$ cat config.mk
export PLATFORM = sky130hd
export DESIGN_NAME = dispatch_slot_scheduler
export DESIGN_NICKNAME = d
export VERILOG_FILES = /design/src/rtl/dispatch_slot_scheduler.sv
export SDC_FILE = /design/constraint.sdc
export NUM_CORES = 1
export LEC_CHECK = 0
export ABC_CLOCK_PERIOD_IN_PS = 3980
export CELL_PAD_IN_SITES_DETAIL_PLACEMENT = 1
export CELL_PAD_IN_SITES_GLOBAL_PLACEMENT = 1
export CORE_ASPECT_RATIO = 1.25
export CORE_MARGIN = 10
export CORE_UTILIZATION = 38
export DETAILED_ROUTE_END_ITERATION = 6
export PLACE_DENSITY_LB_ADDON = 0.1
export SLEW_MARGIN = 20
export SYNTH_ARGS = -nofsm -noshare
export SYNTH_HDL_FRONTEND = slang
export SYNTH_SLANG_ARGS = --single-unit
export TNS_END_PERCENT = 30
$ cat constraint.sdc
create_clock -name clock -period 3.98 [get_ports clock]
set_clock_uncertainty 0.2 [all_clocks]
set_input_delay 0.796 -clock clock [delete_from_list [all_inputs] [get_ports clock]]
set_output_delay 0.796 -clock clock [all_outputs]
set_load 0.02 [all_outputs]
$ cat src/rtl/dispatch_slot_scheduler.sv
// Slot allocator and hazard gate for the per-core dispatch register-address storage.
// Optional build macro: DISPATCH_WAW_CHECK_EN (adds destination-match WAW hazard).
module dispatch_slot_scheduler #(
  parameter int CORE          = 0,
  parameter int ADDRESS_WIDTH = 5,
  parameter int STAGES        = 4
) (
  input  logic                     clock,
  input  logic                     reset,
  input  logic                     disp_valid,
  input  logic [ADDRESS_WIDTH-1:0] disp_rs1,
  input  logic [ADDRESS_WIDTH-1:0] disp_rs2,
  input  logic [ADDRESS_WIDTH-1:0] disp_rW,
  output logic                     disp_ready,
  output logic [STAGES-1:0]        disp_slot,
  input  logic                     ret_valid,
  input  logic [STAGES-1:0]        ret_index,
  input  logic                     flush,
  output logic                     flush_busy,
  output logic                     reg_insert,
  output logic                     reg_delete,
  output logic [ADDRESS_WIDTH-1:0] reg_rs1,
  output logic [ADDRESS_WIDTH-1:0] reg_rs2,
  output logic [ADDRESS_WIDTH-1:0] reg_rW,
  output logic [STAGES-1:0]        reg_indexIns,
  output logic [STAGES-1:0]        reg_indexDel,
  output logic [STAGES:0]          occupancy,
  output logic [15:0]              stall_count,
  output logic                     ret_error,
  output logic                     dbg_state_o
);

  // Handshake: a dispatch transfers on a rising clock edge where disp_valid && disp_ready;
  // disp_ready never depends on disp_valid, and retire/flush have no ready (always taken in IDLE).

  typedef enum logic {IDLE = 1'b0, FLUSH = 1'b1} state_e;

  state_e                    state_q, state_d;
  logic [STAGES-1:0]         valid_q, valid_d;
  logic [ADDRESS_WIDTH-1:0]  shadow_q [STAGES];
  logic [ADDRESS_WIDTH-1:0]  shadow_d [STAGES];
  logic [STAGES-1:0]         walk_q, walk_d;
  logic [STAGES:0]           occ_q, occ_d;
  logic [15:0]               stall_q, stall_d;
  logic                      err_q, err_d;

  logic                      free_found;
  logic [STAGES-1:0]         free_idx;
  logic                      hazard;
  logic                      ret_hit;
  logic                      walk_hit;

  // Downward scan so the last assignment wins: lowest free index.
  always_comb begin
    free_found = 1'b0;
    free_idx   = '0;
    for (int i = STAGES - 1; i >= 0; i--) begin
      if (!valid_q[i]) begin
        free_found = 1'b1;
        free_idx   = STAGES'(i);
      end
    end
  end

  always_comb begin
    hazard = 1'b0;
    for (int i = 0; i < STAGES; i++) begin
      if (valid_q[i] && (shadow_q[i] != '0)) begin
        if ((shadow_q[i] == disp_rs1) || (shadow_q[i] == disp_rs2)) hazard = 1'b1;
`ifdef DISPATCH_WAW_CHECK_EN
        if (shadow_q[i] == disp_rW) hazard = 1'b1;
`endif
      end
    end
  end

  // Out-of-range retire indices match no slot and therefore report as errors.
  always_comb begin
    ret_hit  = 1'b0;
    walk_hit = 1'b0;
    for (int i = 0; i < STAGES; i++) begin
      if ((ret_index == STAGES'(i)) && valid_q[i]) ret_hit = 1'b1;
      if ((walk_q == STAGES'(i)) && valid_q[i]) walk_hit = 1'b1;
    end
  end

  always_comb begin
    state_d      = state_q;
    walk_d       = walk_q;
    valid_d      = valid_q;
    shadow_d     = shadow_q;
    err_d        = err_q;
    stall_d      = stall_q;
    disp_ready   = 1'b0;
    reg_insert   = 1'b0;
    reg_delete   = 1'b0;
    reg_indexIns = free_idx;
    reg_indexDel = ret_index;

    case (state_q)
      IDLE: begin
        disp_ready = !reset && !ret_valid && free_found && !hazard;
        if (ret_valid) begin
          reg_indexIns = ret_index;
          if (ret_hit) begin
            reg_delete = !reset;
            for (int i = 0; i < STAGES; i++) begin
              if (ret_index == STAGES'(i)) begin
                valid_d[i]  = 1'b0;
                shadow_d[i] = '0;
              end
            end
          end else begin
            err_d = 1'b1;
          end
        end else if (disp_valid && disp_ready) begin
          reg_insert = 1'b1;
          for (int i = 0; i < STAGES; i++) begin
            if (free_idx == STAGES'(i)) begin
              valid_d[i]  = 1'b1;
              shadow_d[i] = disp_rW;
            end
          end
        end
        if (flush) begin
          state_d = FLUSH;
          walk_d  = '0;
        end
      end
      FLUSH: begin
        reg_indexDel = walk_q;
        reg_indexIns = walk_q;
        if (walk_hit) begin
          reg_delete = !reset;
          for (int i = 0; i < STAGES; i++) begin
            if (walk_q == STAGES'(i)) begin
              valid_d[i]  = 1'b0;
              shadow_d[i] = '0;
            end
          end
        end
        if (walk_q == STAGES'(STAGES - 1)) begin
          state_d = IDLE;
        end else begin
          walk_d = walk_q + 1'b1;
        end
      end
      default: state_d = IDLE;
    endcase

    if (disp_valid && !disp_ready && (stall_q != 16'hFFFF)) stall_d = stall_q + 16'd1;
  end

  always_comb begin
    occ_d = '0;
    for (int i = 0; i < STAGES; i++) begin
      occ_d = occ_d + {{STAGES{1'b0}}, valid_d[i]};
    end
  end

  always_ff @(posedge clock or posedge reset) begin
    if (reset) begin
      state_q <= IDLE;
      walk_q  <= '0;
      valid_q <= '0;
      occ_q   <= '0;
      stall_q <= '0;
      err_q   <= 1'b0;
      for (int i = 0; i < STAGES; i++) shadow_q[i] <= '0;
    end else begin
      state_q <= state_d;
      walk_q  <= walk_d;
      valid_q <= valid_d;
      occ_q   <= occ_d;
      stall_q <= stall_d;
      err_q   <= err_d;
      for (int i = 0; i < STAGES; i++) shadow_q[i] <= shadow_d[i];
    end
  end

  assign disp_slot   = free_idx;
  assign reg_rs1     = disp_rs1;
  assign reg_rs2     = disp_rs2;
  assign reg_rW      = disp_rW;
  assign flush_busy  = (state_q == FLUSH);
  assign occupancy   = occ_q;
  assign stall_count = stall_q;
  assign ret_error   = err_q;
  assign dbg_state_o = state_q;

endmodule

==> metrics.md, run 1 <==
| Metric | Value |
|---|---|
| Outcome | completed |
| Pre-CTS setup slack | -326.2 ps |
| Simple-gate share of the synthesized area | 17.98% |
| Max Cap Violations | 0 |
| Setup violations, final | 0 |
| Initial core utilization | between 30% and 40% |
| Pwr per Cell Area | around 440 nW/um^2 |
| DP Wirelength | roughly 8500 um |
| Most common cell after layout, fill and taps aside | clkdlybuf4s50_1 |
| HP Start | ret_error |
| CTS Buffer Depth | 2 |
| Synthesized area | 3229 um^2 |
| Async S/R FF share, synth | 100.0% |
| Clk pin slew, worst setup/hold paths | around 90 ps |
| PortBufs | 73 |
| GR Layer Usage met1 | 18.79% |
| CTS tree | built |
| Final Instance Area | 4248 um^2 |
| GR Layer Usage met3 | 3.962% |
| RSZ-0062 raised after global routing | yes |
| RR Startpoint | shadow_q[15] |
| Placed insts | about 510 |
| Global-route wire length before repair | approximately 17000 um |
| Logic pwr share | 44.6% |
| Compound-cell area share of the yosys netlist | roughly 16% |
| Met2 usage | slightly above 30% |
| Yosys reg bits | ~50 |
| Top FF cell, synth | dfrtp_1 |
| Fmax | 256.4 MHz |
| Final setup margin | between 70 and 80 ps |
| Most frequent cells in the layout | 67 x clkdlybuf4s50_1, 49 x dfrtp_1, 45 x xor2_1 |
| Largest net degree at the start of global routing | 50 |
| Num CTS Buffers | 5 |
| Sw Ratio | between 40% and 50% |
| Clk pwr share | 16.1% |
| Seq pwr share | roughly two fifths |
| Worst-path fanout max | 4 |
| Post-synthesis adder-cell area fraction | 3.332% |
| WL per Instance | 20.68 um |
| Final hold viol count | 0 |
| Nets | 453 |
| CP startpoint kind | primary input |
| Kind of critical path | primary input to output port |
| Vias/cell | about 5.5 |
| Share of post-route cells with drive strength above 1 | between 10% and 20% |
| Area delta synth->final | 31.54% |
| Final ANT Viol Nets | 0 |
| Antenna cells | 0 |
| Fin cells | between 500 and 600 |
| DRC errors left | 0 |
| Worst-Margin Slew | slightly below 1000 ps |
| Worst setup EP type | output port |
| Worst-skew pair later-pin latency | around 320 ps |
| Crit path from | disp_rs1[3] |
| Mux contribution to synthesized area | between 2 and 3% |
| P_int | ~1.1 mW |
| Worst Path Required | a little under 3000 ps |
| CTS root buffer | clkbuf_8 |
| Die H | roughly 120 um |
| Peak VDD IR | between 0.0003 and 0.0004 V |
| Vias in the first global route | about 3.1k |
| GPL Wtd Cong | approximately 0.87 |
| Relative slew slack | a little over a third |
| Mapped Avg Cell Area | around 9.6 um^2 |
| IO Pins | 78 |
| Initial antenna violation count | 0 |
| Die area | 12610 um^2 |
| WP data arrival | around 2900 ps |
| # rows | 37 |
| DRT Pass-1 Iters | 4 |
| Xor and xnor area share after synthesis | between 10% and 20% |
| Grt ovf | 0 |
| Cell variety after synth | 50 |
| H-Tree Depth | 2 |
| Via count | between 2k and 3k |
| 1st-iter DRT viols | about 110 |
| Leak | around 1.9 nW |
| Final Power | 1.864 mW |
| Setup bufs post-CTS | 0 |
| Net Sw Power | 777.4 uW |
| Cells after Synth | roughly 340 |
| Total track usage | between 15 and 20% |
| Min cycle time layout | around 3900 ps |
| Dpl cell area | 4150 um^2 |
| Final Max Slew Viols | 0 |
| Hold Path Class | register to register |
| Largest family of logic cells by synthesized area | simple AND/OR/NAND/NOR gates |
| Total core area | 8240 um^2 |
| GRT busiest layer | met2 |
| Die span in x | between 100 and 150 um |
| Number of synthesized flops with an enable pin | 0 |
| Period utilisation layout | between 90 and 100% |
| Clock Sink Count | between 40 and 50 |
| Yosys warns | 0 |
| DRT Wirelength | between 10000 and 15000 um |
| Seq/Total Area, Yosys | a little under two fifths |
[per-layer routing]
metal | routed length, um | vias to the layer above
met4 | 445 | 0
met2 | 5667 | 73
li1 | - | 1359
met3 | 547 | 22
met5 | 0 | -
met1 | 4072 | 1408
[critical path: stages]
cell and delay (ps):
clkdlybuf4s50_1 570, xor2_1 230, nor3_1 80, a22oi_1 260
o221ai_2 180, nor4b_4 270, nand2_2 110, inv_2 70
dlygate4sd2_1 330
[through the flow]
stage | hold slack, ps | utilization [%] | setup TNS (ps)
after global routing | 318.3 | 51.55 | -46.61
after global placement | 253.0 | 50.36 | -781.1
after detailed placement | 252.7 | 50.36 | -1332
after floorplan | 300.5 | - | 0
after CTS | 288.9 | 51.37 | -4.847
final | 280.5 | 51.55 | 0
[flip-flops by register name, summed over array words and instances, names as in the netlist]
signal	cells
shadow_q	20
stall_count	16
valid_q	4
walk_q	4
occupancy	3
dbg_state_o	1
ret_error	1
[kinds of logic (layout without fill, tap and decap cells)]
family | count (synthesis) | count (layout)
flip-flops | 49 | 49
AO/OA/AOI/OAI | 70 | 70
adder cells (fa/ha/maj) | 8 | 8
buffers and inverters | 40 | 123
AND/OR/NAND/NOR | 108 | 108
other | 1 | 4
multiplexers | 7 | 7
XOR/XNOR | 53 | 53
[power groups by stage]
| stage | registers (mW) | logic [mW] | clock network [mW] |
|---|---|---|---|
| 2_1_floorplan | 0.737 | 0.453 | 0 |
| 3_3_place_gp | 0.739 | 0.826 | 0 |
| 3_5_place_dp | 0.742 | 0.839 | 0 |
| 4_1_cts | 0.733 | 0.841 | 0.311 |
| 5_1_grt | 0.753 | 0.911 | 0.328 |
| 6_report | 0.734 | 0.831 | 0.300 |
[worst paths after layout]
kind                       cells after the start  slack (ps)        endpoint
setup / recovery                               9          80      reg_insert
setup reg to reg                              11         670    occupancy[1]
min in group asynchronous                      3         910       walk_q[3]
hold / removal                                 1         280       ret_error
max in group asynchronous                      3        2140  stall_count[4]
hold reg to reg                                1         280       ret_error
[cells in the mapped netlist, types with 5 or more instances]
master,n,area share (%)
o2bb2ai_1,15,4.1
nand3_1,19,2.9
ha_1,7,2.7
inv_1,9,1.0
nand2_1,22,2.6
a22oi_1,6,1.4
o21ai_0,14,2.2
o21ai_1,9,1.4
nor3_1,17,2.6
xnor2_1,8,2.2
buf_4,22,5.1
dfrtp_1,49,38
a32o_1,5,1.5
xor2_1,45,12
clkbuf_1,8,0.93
nor2_1,15,1.7
[layout make-up]
cell class                 count  area (um^2)
clock inverter                 2        15.01
timing repair buffer         105        979.7
inverter                      10        38.79
clock buffer                   6        72.57
fill                         981         3993
tap                           97        121.4
multi-input combinational    250         1794
sequential                    49         1226
[what timing repair did]
item | 4_1_cts | 5_1_grt
endpoints found under the setup margin | 2 | 5
cloned | 0 | 0
resized for setup | 4 | 6
hold buffers | 0 | 0
Note: power is estimated with default switching activity, not from simulation.
==> run 2, diff against run 1 <==
==> constraint.sdc (replaced) <==
create_clock -name clock -period 3.98 [get_ports clock]
set_clock_uncertainty 0.2 [all_clocks]
set_input_delay 0.796 -clock clock [delete_from_list [all_inputs] [get_ports clock]]
set_output_delay 0.796 -clock clock [all_outputs]
set_load 0.05 [all_outputs]
==> metrics.md, run 2 (same netlist as run 1, synthesis figures left out) <==
| Metric | Value |
|---|---|
| Outcome | completed |
| Hold WS | 293.6 ps (+13.16 ps) |
| Setup violations, final | 0 (unchanged) |
| Pwr per Cell Area | 497.7 nW/um^2 (+13%) |
| Clock Sink Count | 49 (unchanged) |
| CTS Buffer Depth | 2 (unchanged) |
| Clk pin slew, worst setup/hold paths | 100 ps (about the same) |
| RR Endpoint | occupancy[1] |
| Num CTS Buffers | 5 (unchanged) |
| HP Start | stall_count[6] |
| Worst hold stages | 1 (unchanged) |
| DRC errors left | 0 (unchanged) |
| Critical path buffer and inverter count | 4 (+1) |
| Worst-path fanout max | 3 (-1) |
| Hold Path Class | register to register |
| H-Tree Depth | 2 (unchanged) |
| RSZ-0062 raised after global routing | no |
| Hold buffers post-CTS | 0 (unchanged) |
| Most frequent cells in the layout | 64 x clkdlybuf4s50_1, 49 x dfrtp_1, 45 x xor2_1 |
| PortBufs | 73 (unchanged) |
| Register-to-register setup slack | 610 ps (-60 ps) |
| Final core utilization | 50.79% (-0.76 points) |
| Fmax | 260.4 MHz (+1.6%) |
| Peak per-stage delay on the critical path | 600 ps (+30 ps) |
| Grt ovf | 0 (unchanged) |
| Total track usage | 16.80% (-0.57 points) |
| Via count | 2774 (-3.1%) |
| Die span in x | 102.5 um (unchanged) |
| Relative slew slack | 39.18% (+3.6 points) |
| Die H | 123.1 um (unchanged) |
| Max Cap Violations | 0 (unchanged) |
| Final Max Slew Viols | 0 (unchanged) |
| DRT Wirelength | 10180 um (-5.2%) |
| # rows | 37 (unchanged) |
| Share of post-route cells with drive strength above 1 | 12.14% (-0.90 points) |
| Vias in the first global route | 3065 (-1.3%) |
| Worst Path Required | 2980 ps (about the same) |
| Worst-Margin Slew | 909.2 ps (-53.98 ps) |
| Worst-skew pair later-pin latency | 320 ps (about the same) |
| Pre-CTS setup slack | -142.7 ps (+183.5 ps) |
| Initial core utilization | 39.19% (unchanged) |
| Crit-path slowest cell | clkdlybuf4s50_1 |
| Period utilisation layout | 96.47% (-1.5 points) |
| DP Wirelength | 8013 um (-5.7%) |
| 1st-iter DRT viols | 144 (+33%) |
| Cell chain of the critical path | clkdlybuf4s50_1 > xor2_1 > nor2_1 > a22oi_1 > o221ai_2 > nor4b_4 > nand2_2 > buf_4 > inv_2 > buf_12 |
| WHS Endpoint | stall_count[6] |
| GPL Wtd Cong | 0.9095 (+5.1%) |
| Peak VDD IR | 0.0002708 V (-13%) |
| CTS tree | built |
| Min cycle time layout | 3840 ps (-60.74 ps) |
| Vias/cell | 5.450 (-1.2%) |
| Worst path top cell family by delay | buffers and inverters |
| Max reg flops | 20 (unchanged) |
| Initial antenna violation count | 0 (unchanged) |
| Largest net degree at the start of global routing | 50 (unchanged) |
| IO Pins | 78 (unchanged) |
| Antenna cells | 0 (unchanged) |
| RR Startpoint | shadow_q[7] |
| CP startpoint kind | primary input |
| WL per Instance | 20.00 um (-3.3%) |
| CTS root buffer | clkbuf_8 |
| Area delta synth->final | 29.60% |
| Most common cell after layout, fill and taps aside | clkdlybuf4s50_1 |
| DRT Pass-1 Iters | 4 (unchanged) |
| Die area | 12610 um^2 (unchanged) |
| Nets | 443 (-2.2%) |
| Total core area | 8240 um^2 (unchanged) |
| Global-route wire length before repair | 16620 um (-3.0%) |
| Leak | 1.863 nW (-2.5%) |
| Final ANT Viol Nets | 0 (unchanged) |
| FILL cells | 942 (-4.0%) |
| Largest Register | shadow_q |
| WP data arrival | 2840 ps (-60 ps) |
| Final setup margin | 140.4 ps (+60.74 ps) |
| Final hold viol count | 0 (unchanged) |
| Kind of critical path | primary input to output port |
| Worst setup EP type | output port |
| Worst Reg-to-Reg Cells | 10 (-1) |
-- run 2: worst max-delay path by stage --
stage | startpoint | to | slack (ps) | cells after the start
6_report | disp_rs1[0] | reg_insert | 140 | 10
2_1_floorplan | dbg_state_o | disp_ready | 140 | 4
5_1_grt | disp_rs1[0] | reg_insert | 2 | 10
4_1_cts | disp_rs1[1] | reg_insert | 30 | 10
3_5_place_dp | disp_rs1[1] | occupancy[1] | -140 | 11
3_3_place_gp | disp_rs1[1] | occupancy[1] | -120 | 12
-- run 2: area by class of cell --
type	instances	area [um^2]	area share, %
inverters	10	38.79	0.9268
repair buffers	95	920.9	22.00
clock inverters	2	15.01	0.3587
flip-flops and latches	49	1226	29.30
clock buffers	6	72.57	1.734
multi-input cells	250	1790	42.78
well taps	97	121.4	2.900
-- run 2: what timing repair did --
action | 4_1_cts | 5_1_grt
resized for setup | 0 | 3
endpoints found under the setup margin | 0 | 2
setup buffers | 0 | 1
-- run 2: layer usage --
metal | vias up | share of wire, % | track usage [%]
li1 | 1330 | - | -
met1 | 1381 | 40 | 18.98
met2 | 51 | 53 | 29.96
met3 | 12 | 4.8 | 3.962
met4 | 0 | 2.1 | 5.919
met5 | - | 0 | 0
-- run 2: metrics by stage --
step | setup TNS, ps | power, mW | cell area [um^2] | cells
after floorplan | 0 | 1.426 | 3241 | 339
after global placement | -174.0 | 1.787 | 4075 | 500
after detailed placement | -178.8 | 1.799 | 4075 | 500
after CTS | 0 | 2.113 | 4163 | 508
after global routing | 0 | 2.213 | 4185 | 509
final | 0 | 2.083 | 4185 | 509
-- run 2: power breakdown --
group	internal (mW)	switching, mW	leakage, nW
Combinational	0.376	0.691	1.18
Sequential	0.578	0.133	0.649
Clock	0.124	0.180	0.0374
